<file path="config.mk">
export PLATFORM = sky130hd
export DESIGN_NAME = cdb_arbiter_flat
export DESIGN_NICKNAME = d
export VERILOG_FILES = /design/src/rtl/cdb_arbiter_if.sv /design/src/rtl/cdb_arbiter.sv /design/src/flat_wrapper.sv
export SDC_FILE = /design/constraint.sdc
export NUM_CORES = 1
export LEC_CHECK = 0
export ABC_AREA = 0
export CAP_MARGIN = 20
export CORE_MARGIN = 2
export CORE_UTILIZATION = 58
export DETAILED_ROUTE_END_ITERATION = 12
export GPL_TIMING_DRIVEN = 0
export MAX_ROUTING_LAYER = met4
export PLACE_DENSITY = 0.86
export SLEW_MARGIN = 20
export SYNTH_ARGS = -nofsm -noshare
export SYNTH_HDL_FRONTEND = slang
export SYNTH_SLANG_ARGS = --single-unit
</file>
<file path="constraint.sdc">
create_clock -name clk_i -period 10.8 [get_ports clk_i]
set_input_delay 1.08 -clock clk_i [delete_from_list [all_inputs] [get_ports clk_i]]
set_output_delay 1.08 -clock clk_i [all_outputs]
set_load 0.1 [all_outputs]
</file>
<file path="src/rtl/cdb_arbiter_if.sv">
// cdb_arbiter_if: requester handshake and result-bus bundle for cdb_arbiter.
interface cdb_arbiter_if #(
   parameter int REQ_NUM  = 3,
   parameter int CDB_NUM  = 2,
   parameter int DATA_LEN = 32,
   parameter int RRF_SEL  = 6,
   parameter int SRC_SEL  = 2
);
   logic                        flush_i;
   logic [REQ_NUM-1:0]          req_valid_i;
   logic [REQ_NUM-1:0]          req_ready_o;
   logic [REQ_NUM*DATA_LEN-1:0] req_data_i;
   logic [REQ_NUM*RRF_SEL-1:0]  req_tag_i;
   logic [REQ_NUM-1:0]          req_rrf_we_i;
   logic [CDB_NUM-1:0]          cdb_valid_o;
   logic [CDB_NUM*DATA_LEN-1:0] cdb_data_o;
   logic [CDB_NUM*RRF_SEL-1:0]  cdb_tag_o;
   logic [CDB_NUM-1:0]          cdb_rrf_we_o;
   logic [CDB_NUM*SRC_SEL-1:0]  cdb_src_o;
   modport master (
      output flush_i, req_valid_i, req_data_i, req_tag_i, req_rrf_we_i,
      input  req_ready_o, cdb_valid_o, cdb_data_o, cdb_tag_o, cdb_rrf_we_o, cdb_src_o
   );
   modport slave (
      input  flush_i, req_valid_i, req_data_i, req_tag_i, req_rrf_we_i,
      output req_ready_o, cdb_valid_o, cdb_data_o, cdb_tag_o, cdb_rrf_we_o, cdb_src_o
   );
endinterface

</file>
<file path="src/rtl/cdb_arbiter.sv">
// cdb_arbiter: one-entry holding buffer per execution unit, round-robin granted onto registered result buses.
module cdb_arbiter #(
   parameter int REQ_NUM  = 3,
   parameter int CDB_NUM  = 2,
   parameter int DATA_LEN = 32,
   parameter int RRF_SEL  = 6,
   parameter int SRC_SEL  = 2
) (
   input logic          clk_i,
   input logic          reset_i,
   cdb_arbiter_if.slave bus_if
);
   logic [REQ_NUM-1:0]          buf_valid_q, buf_we_q;
   logic [DATA_LEN-1:0]         buf_data_q [REQ_NUM];
   logic [RRF_SEL-1:0]          buf_tag_q [REQ_NUM];
   logic [SRC_SEL-1:0]          rr_ptr_q, rr_ptr_d;
   logic [REQ_NUM-1:0]          grant, ready, accept;
   logic [CDB_NUM-1:0]          cdb_valid_q, cdb_valid_d, cdb_we_q, cdb_we_d;
   logic [CDB_NUM*DATA_LEN-1:0] cdb_data_q, cdb_data_d;
   logic [CDB_NUM*RRF_SEL-1:0]  cdb_tag_q, cdb_tag_d;
   logic [CDB_NUM*SRC_SEL-1:0]  cdb_src_q, cdb_src_d;

   // Scan position i maps to buffer (rr_ptr+i) mod REQ_NUM; the n-th occupied hit drives bus n.
   always_comb begin
      int cnt;
      cnt = 0;
      grant = '0;
      rr_ptr_d = rr_ptr_q;
      cdb_valid_d = '0;
      cdb_we_d = '0;
      cdb_data_d = '0;
      cdb_tag_d = '0;
      cdb_src_d = '0;
      for (int i = 0; i < REQ_NUM; i++)
         for (int j = 0; j < REQ_NUM; j++)
            if ((int'(rr_ptr_q) + i) % REQ_NUM == j && buf_valid_q[j] && cnt < CDB_NUM) begin
               grant[j] = 1'b1;
               for (int b = 0; b < CDB_NUM; b++)
                  if (b == cnt) begin
                     cdb_valid_d[b] = 1'b1;
                     cdb_we_d[b] = buf_we_q[j];
                     cdb_data_d[b*DATA_LEN +: DATA_LEN] = buf_data_q[j];
                     cdb_tag_d[b*RRF_SEL +: RRF_SEL] = buf_tag_q[j];
                     cdb_src_d[b*SRC_SEL +: SRC_SEL] = SRC_SEL'(j);
                  end
               rr_ptr_d = SRC_SEL'((j + 1) % REQ_NUM);
               cnt++;
            end
   end

   assign ready  = bus_if.flush_i ? '0 : (~buf_valid_q | grant);
   assign accept = bus_if.req_valid_i & ready;

   always_ff @(posedge clk_i or negedge reset_i) begin
      if (!reset_i) begin
         buf_valid_q <= '0;
         buf_we_q <= '0;
         rr_ptr_q <= '0;
         cdb_valid_q <= '0;
         cdb_we_q <= '0;
         cdb_data_q <= '0;
         cdb_tag_q <= '0;
         cdb_src_q <= '0;
         for (int k = 0; k < REQ_NUM; k++) begin
            buf_data_q[k] <= '0;
            buf_tag_q[k] <= '0;
         end
      end else if (bus_if.flush_i) begin
         buf_valid_q <= '0;
         cdb_valid_q <= '0;
         cdb_we_q <= '0;
         cdb_data_q <= '0;
         cdb_tag_q <= '0;
         cdb_src_q <= '0;
      end else begin
         buf_valid_q <= accept | (buf_valid_q & ~grant);
         rr_ptr_q <= rr_ptr_d;
         cdb_valid_q <= cdb_valid_d;
         cdb_we_q <= cdb_we_d;
         cdb_data_q <= cdb_data_d;
         cdb_tag_q <= cdb_tag_d;
         cdb_src_q <= cdb_src_d;
         for (int k = 0; k < REQ_NUM; k++)
            if (accept[k]) begin
               buf_data_q[k] <= bus_if.req_data_i[k*DATA_LEN +: DATA_LEN];
               buf_tag_q[k] <= bus_if.req_tag_i[k*RRF_SEL +: RRF_SEL];
               buf_we_q[k] <= bus_if.req_rrf_we_i[k];
            end
      end
   end

   assign bus_if.req_ready_o  = ready;
   assign bus_if.cdb_valid_o  = cdb_valid_q;
   assign bus_if.cdb_rrf_we_o = cdb_we_q;
   assign bus_if.cdb_data_o   = cdb_data_q;
   assign bus_if.cdb_tag_o    = cdb_tag_q;
   assign bus_if.cdb_src_o    = cdb_src_q;
endmodule

</file>
<file path="src/flat_wrapper.sv">
// flat-port wrapper written by rule: the top's interface ports become plain ports
module cdb_arbiter_flat 
#(
   parameter int REQ_NUM  = 3,
   parameter int CDB_NUM  = 2,
   parameter int DATA_LEN = 32,
   parameter int RRF_SEL  = 6,
   parameter int SRC_SEL  = 2
)
  (clk_i, reset_i, bus_if_flush_i, bus_if_req_valid_i, bus_if_req_data_i, bus_if_req_tag_i, bus_if_req_rrf_we_i, bus_if_req_ready_o, bus_if_cdb_valid_o, bus_if_cdb_data_o, bus_if_cdb_tag_o, bus_if_cdb_rrf_we_o, bus_if_cdb_src_o);
  cdb_arbiter_if #(.REQ_NUM(REQ_NUM), .CDB_NUM(CDB_NUM), .DATA_LEN(DATA_LEN), .RRF_SEL(RRF_SEL), .SRC_SEL(SRC_SEL)) bus_if_i ();
  input logic clk_i;
  input logic reset_i;
  input wire logic [$bits(bus_if_i.flush_i)-1:0] bus_if_flush_i;
  input wire logic [$bits(bus_if_i.req_valid_i)-1:0] bus_if_req_valid_i;
  input wire logic [$bits(bus_if_i.req_data_i)-1:0] bus_if_req_data_i;
  input wire logic [$bits(bus_if_i.req_tag_i)-1:0] bus_if_req_tag_i;
  input wire logic [$bits(bus_if_i.req_rrf_we_i)-1:0] bus_if_req_rrf_we_i;
  output wire logic [$bits(bus_if_i.req_ready_o)-1:0] bus_if_req_ready_o;
  output wire logic [$bits(bus_if_i.cdb_valid_o)-1:0] bus_if_cdb_valid_o;
  output wire logic [$bits(bus_if_i.cdb_data_o)-1:0] bus_if_cdb_data_o;
  output wire logic [$bits(bus_if_i.cdb_tag_o)-1:0] bus_if_cdb_tag_o;
  output wire logic [$bits(bus_if_i.cdb_rrf_we_o)-1:0] bus_if_cdb_rrf_we_o;
  output wire logic [$bits(bus_if_i.cdb_src_o)-1:0] bus_if_cdb_src_o;
  assign bus_if_i.flush_i = bus_if_flush_i;
  assign bus_if_i.req_valid_i = bus_if_req_valid_i;
  assign bus_if_i.req_data_i = bus_if_req_data_i;
  assign bus_if_i.req_tag_i = bus_if_req_tag_i;
  assign bus_if_i.req_rrf_we_i = bus_if_req_rrf_we_i;
  assign bus_if_req_ready_o = bus_if_i.req_ready_o;
  assign bus_if_cdb_valid_o = bus_if_i.cdb_valid_o;
  assign bus_if_cdb_data_o = bus_if_i.cdb_data_o;
  assign bus_if_cdb_tag_o = bus_if_i.cdb_tag_o;
  assign bus_if_cdb_rrf_we_o = bus_if_i.cdb_rrf_we_o;
  assign bus_if_cdb_src_o = bus_if_i.cdb_src_o;
  cdb_arbiter #(.REQ_NUM(REQ_NUM), .CDB_NUM(CDB_NUM), .DATA_LEN(DATA_LEN), .RRF_SEL(RRF_SEL), .SRC_SEL(SRC_SEL)) u_core (.clk_i(clk_i), .reset_i(reset_i), .bus_if(bus_if_i));
endmodule
</file>
==> impl_results.md, run 1 <==
* Non-Filler Instances at approximately 1,700
* Gr ovfl total at 0
* Netlist Area Pre-Place at ~0.012 mm2
* Fin nets at approximately 1,600
* Residual DRC at 0
* Buffers on Ports at between 200 and 250
* Area leader, netlist: dfrtp_1
* Slew @ Worst Pin at approximately 1.1 ns
* Fmax at just under 100 MHz
* Fill cells at 1,529
* RSZ-0062 raised after global routing: no
* Synth area leaders: dfrtp_1, mux2_2, o21ai_0
* Final setup violation count at 0
* Worst EP arrival at a little over 9 ns
* Max FO, Critical Path at 11
* Initial DRC count at 1,874
* Placed cells at between 1,500 and 2,000
* Initial antenna violation count at 1
* Cts hold-fix bufs at 0
* Final Hold Vio Count at 0
* CP Capture Type: output port
* Fin util at 74.1%
* Post-synth top cells: dfrtp_1, o21ai_0, mux2_2
* Root Buffer: clkbuf_16
* Share of cells above drive strength 1 at between 10% and 20%
* EDFF count, synth at 0
* Area growth, synth to finish at 26.3%
* Startpoint types: flip-flop
* Yosys top cell area share at a little over two fifths
* Yosys cell types at 60
* Synth Warn # at 0
* Final period utilization at 95.5%
* Most frequent cell after synthesis: dfrtp_1
* CTS max path bufs at 3
* Syn Nets at ~1,400
* DR vias at 12,100
* Worst Clk Skew at between 0.01 and 0.015 ns
* PD cells at about 320 mW/mm2
* Vias in the first global route at between 10,000 and 15,000
* Post-Route WL at around 44,000 um
* Global placement routability congestion at ~1
* Die Span Y at ~150 um
* Initial DRT Pass Iterations at 9
* Largest net degree at the start of global routing at 84
* Hold Crit Class: in -> async
* Crit Path Category: reg -> out
* Post-DP HPWL at about 31,000 um
* Crit-path max cell delay at ~0.52 ns
* FP Rows at 53
* Rel. slew slack at about 29%
* Syn Inst Count at 1,222
* All-layer global routing usage at approximately two fifths
* Die area at about 0.022 mm2
* Setup WS post-layout at a little under 0.5 ns
* Critical Path RT at 9.72 ns
* Top_reg_cell synth: dfrtp_1
* TNS Setup at 0 ns
* Global-route wire length before repair at ~67,000 um
* DR vias/cell at 6.92
* FFs w/ async S/R, synth at between 90% and 100%
* CTS Buf Count at 22
* Dpl ws at about 0.45 ns
* IO Pins at 210
* Remaining antenna violation count at 0
* Fin Hold WS at approximately 0.47 ns
* H-tree levels at 1
* Min Tclk post-route at between 10 and 15 ns
* Die W at roughly 150 um
* Max-cap violation count at 0
* Core ar. at ~0.021 mm2
* LEAKAGE at 6.41 nW
* CTS tree: yes
* Max Slew Vio Count at 0
* Sequential-to-total area share from yosys stat at between 40% and 50%
* Peak VDD IR at ~0.00024 V
* CP dominant cell by count: ha_1
* Synth Register Bits at about 210
* Syn Area/Cell at 10.0 um2
* Clock Latency Late Sink at around 0.53 ns
* CP max stage cell: fa_1
* Initial Util at between 50% and 60%
* CTS clock-pin slew for the worst setup and hold paths at 0.06 ns
* CTS Sinks at about 200
* Wire length per cell at between 20 and 30 um
* Status: completed
per-layer routing:
metal	global-route usage, %	wire (um)	vias up
met2	60.9	20200	1001
met3	9.69	5260	248
met1	51.1	16200	5769
met5	-	0	-
met4	17.9	2390	0
li1	-	-	5086
kinds of logic after synthesis:
group	share of synthesized area [%]
AOI/OAI and AO/OA	28.8
DFF	42.1
and+or+nand+nor	9.15
buffers and inverters	6.64
muxes	11.0
adders and majority gates	2.10
xor gates and xnor gates	0.276
final timing paths:
path	startpoint	end	slack, ns	depth (start not counted)
min in group clk_i	u_core.buf_data_q[19]	u_core.bus_if.cdb_data_o[19]	0.54	1
worst max register to register	u_core.rr_ptr_q[0]	u_core.buf_data_q[28]	1.28	33
worst min-delay path	reset_i	u_core.buf_data_q[93]	0.47	1
max in group asynchronous	reset_i	u_core.buf_data_q[34]	9.57	2
worst max-delay path	u_core.rr_ptr_q[0]	bus_if_req_ready_o[2]	0.48	31
worst min register to register	u_core.buf_data_q[19]	u_core.bus_if.cdb_data_o[19]	0.54	1
worst max-delay path, delay by kind of cell (launching register included):
kind | cells | cell delay, ns
buffers and inverters | 7 | 1.48
AOI/OAI and AO/OA | 5 | 1.42
and+or+nand+nor | 11 | 2.44
adders and majority gates | 8 | 2.98
DFF | 1 | 0.39
where the power goes:
| group | switching, W | leakage (nW) | internal (W) |
|---|---|---|---|
| Sequential | 0.000227 | 2.57 | 0.00103 |
| Clock | 0.000317 | 0.361 | 0.000452 |
| Combinational | 0.00195 | 3.49 | 0.000933 |
| Total | 0.00249 | 6.41 | 0.00241 |
flip-flops by register name, indices dropped and copies added (netlist names):
register                    flops
u_core.buf_data_q              96
u_core.buf_tag_q               18
u_core.buf_valid_q              3
u_core.buf_we_q                 3
u_core.bus_if.cdb_data_o       64
u_core.bus_if.cdb_rrf_we_o      2
u_core.bus_if.cdb_src_o         4
u_core.bus_if.cdb_tag_o        12
u_core.bus_if.cdb_valid_o       2
u_core.rr_ptr_q                 2
final cells by class:
type,count,area (um2),share of cell area (%)
Multi-Input combinational cell,834,6290,40.6
Sequential cell,206,5150,33.3
Timing Repair Buffer,211,2150,13.9
Clock buffer,31,624,4.03
Buffer,125,601,3.88
Tap cell,275,344,2.22
Inverter,56,210,1.36
Clock inverter,9,109,0.703
Antenna cell,1,2.50,0.0162
cell usage in the layout (no fill, tap or decap), drive strengths merged, types with 29 or more instances in the layout:
cell type      Yosys  final
dfrtp            206    206
a21oi            113    113
clkdlybuf4s50      0    207
o21ai            139    139
a31oi             42     42
a21o              41     41
a32oi             37     37
mux2             118    118
nand2b            33     33
clkbuf            89    121
inv               56     56
or2               38     38
a221oi            48     48
buf               37     39
a32o              29     29
repair_timing:
item | 4_1_cts | 5_1_grt
gates resized for setup | 1 | 2
endpoints found under the setup margin | 1 | 1
buffers inserted | 0 | 0
stage by stage:
stage,total power [W],area (um2)
3_5_place_dp,0.00404,14800
2_1_floorplan,0.00326,12300
3_3_place_gp,0.00400,14700
4_1_cts,0.00483,15500
5_1_grt,0.00509,15500
6_report,0.00491,15500
No activity file was read; power rests on OpenSTA's default activity.
==> inputs of run 2 (changes only) <==
Settings changed: CTS_CLUSTER_SIZE set to 30.
==> results of run 2 <==
No change in the layout: final DEF, timing and power equal those of run 1.
==> inputs of run 3 (changes only) <==
Settings changed: CAP_MARGIN 20 to 5.
==> results of run 3 <==
No change in the layout: final DEF, timing and power equal those of run 1.
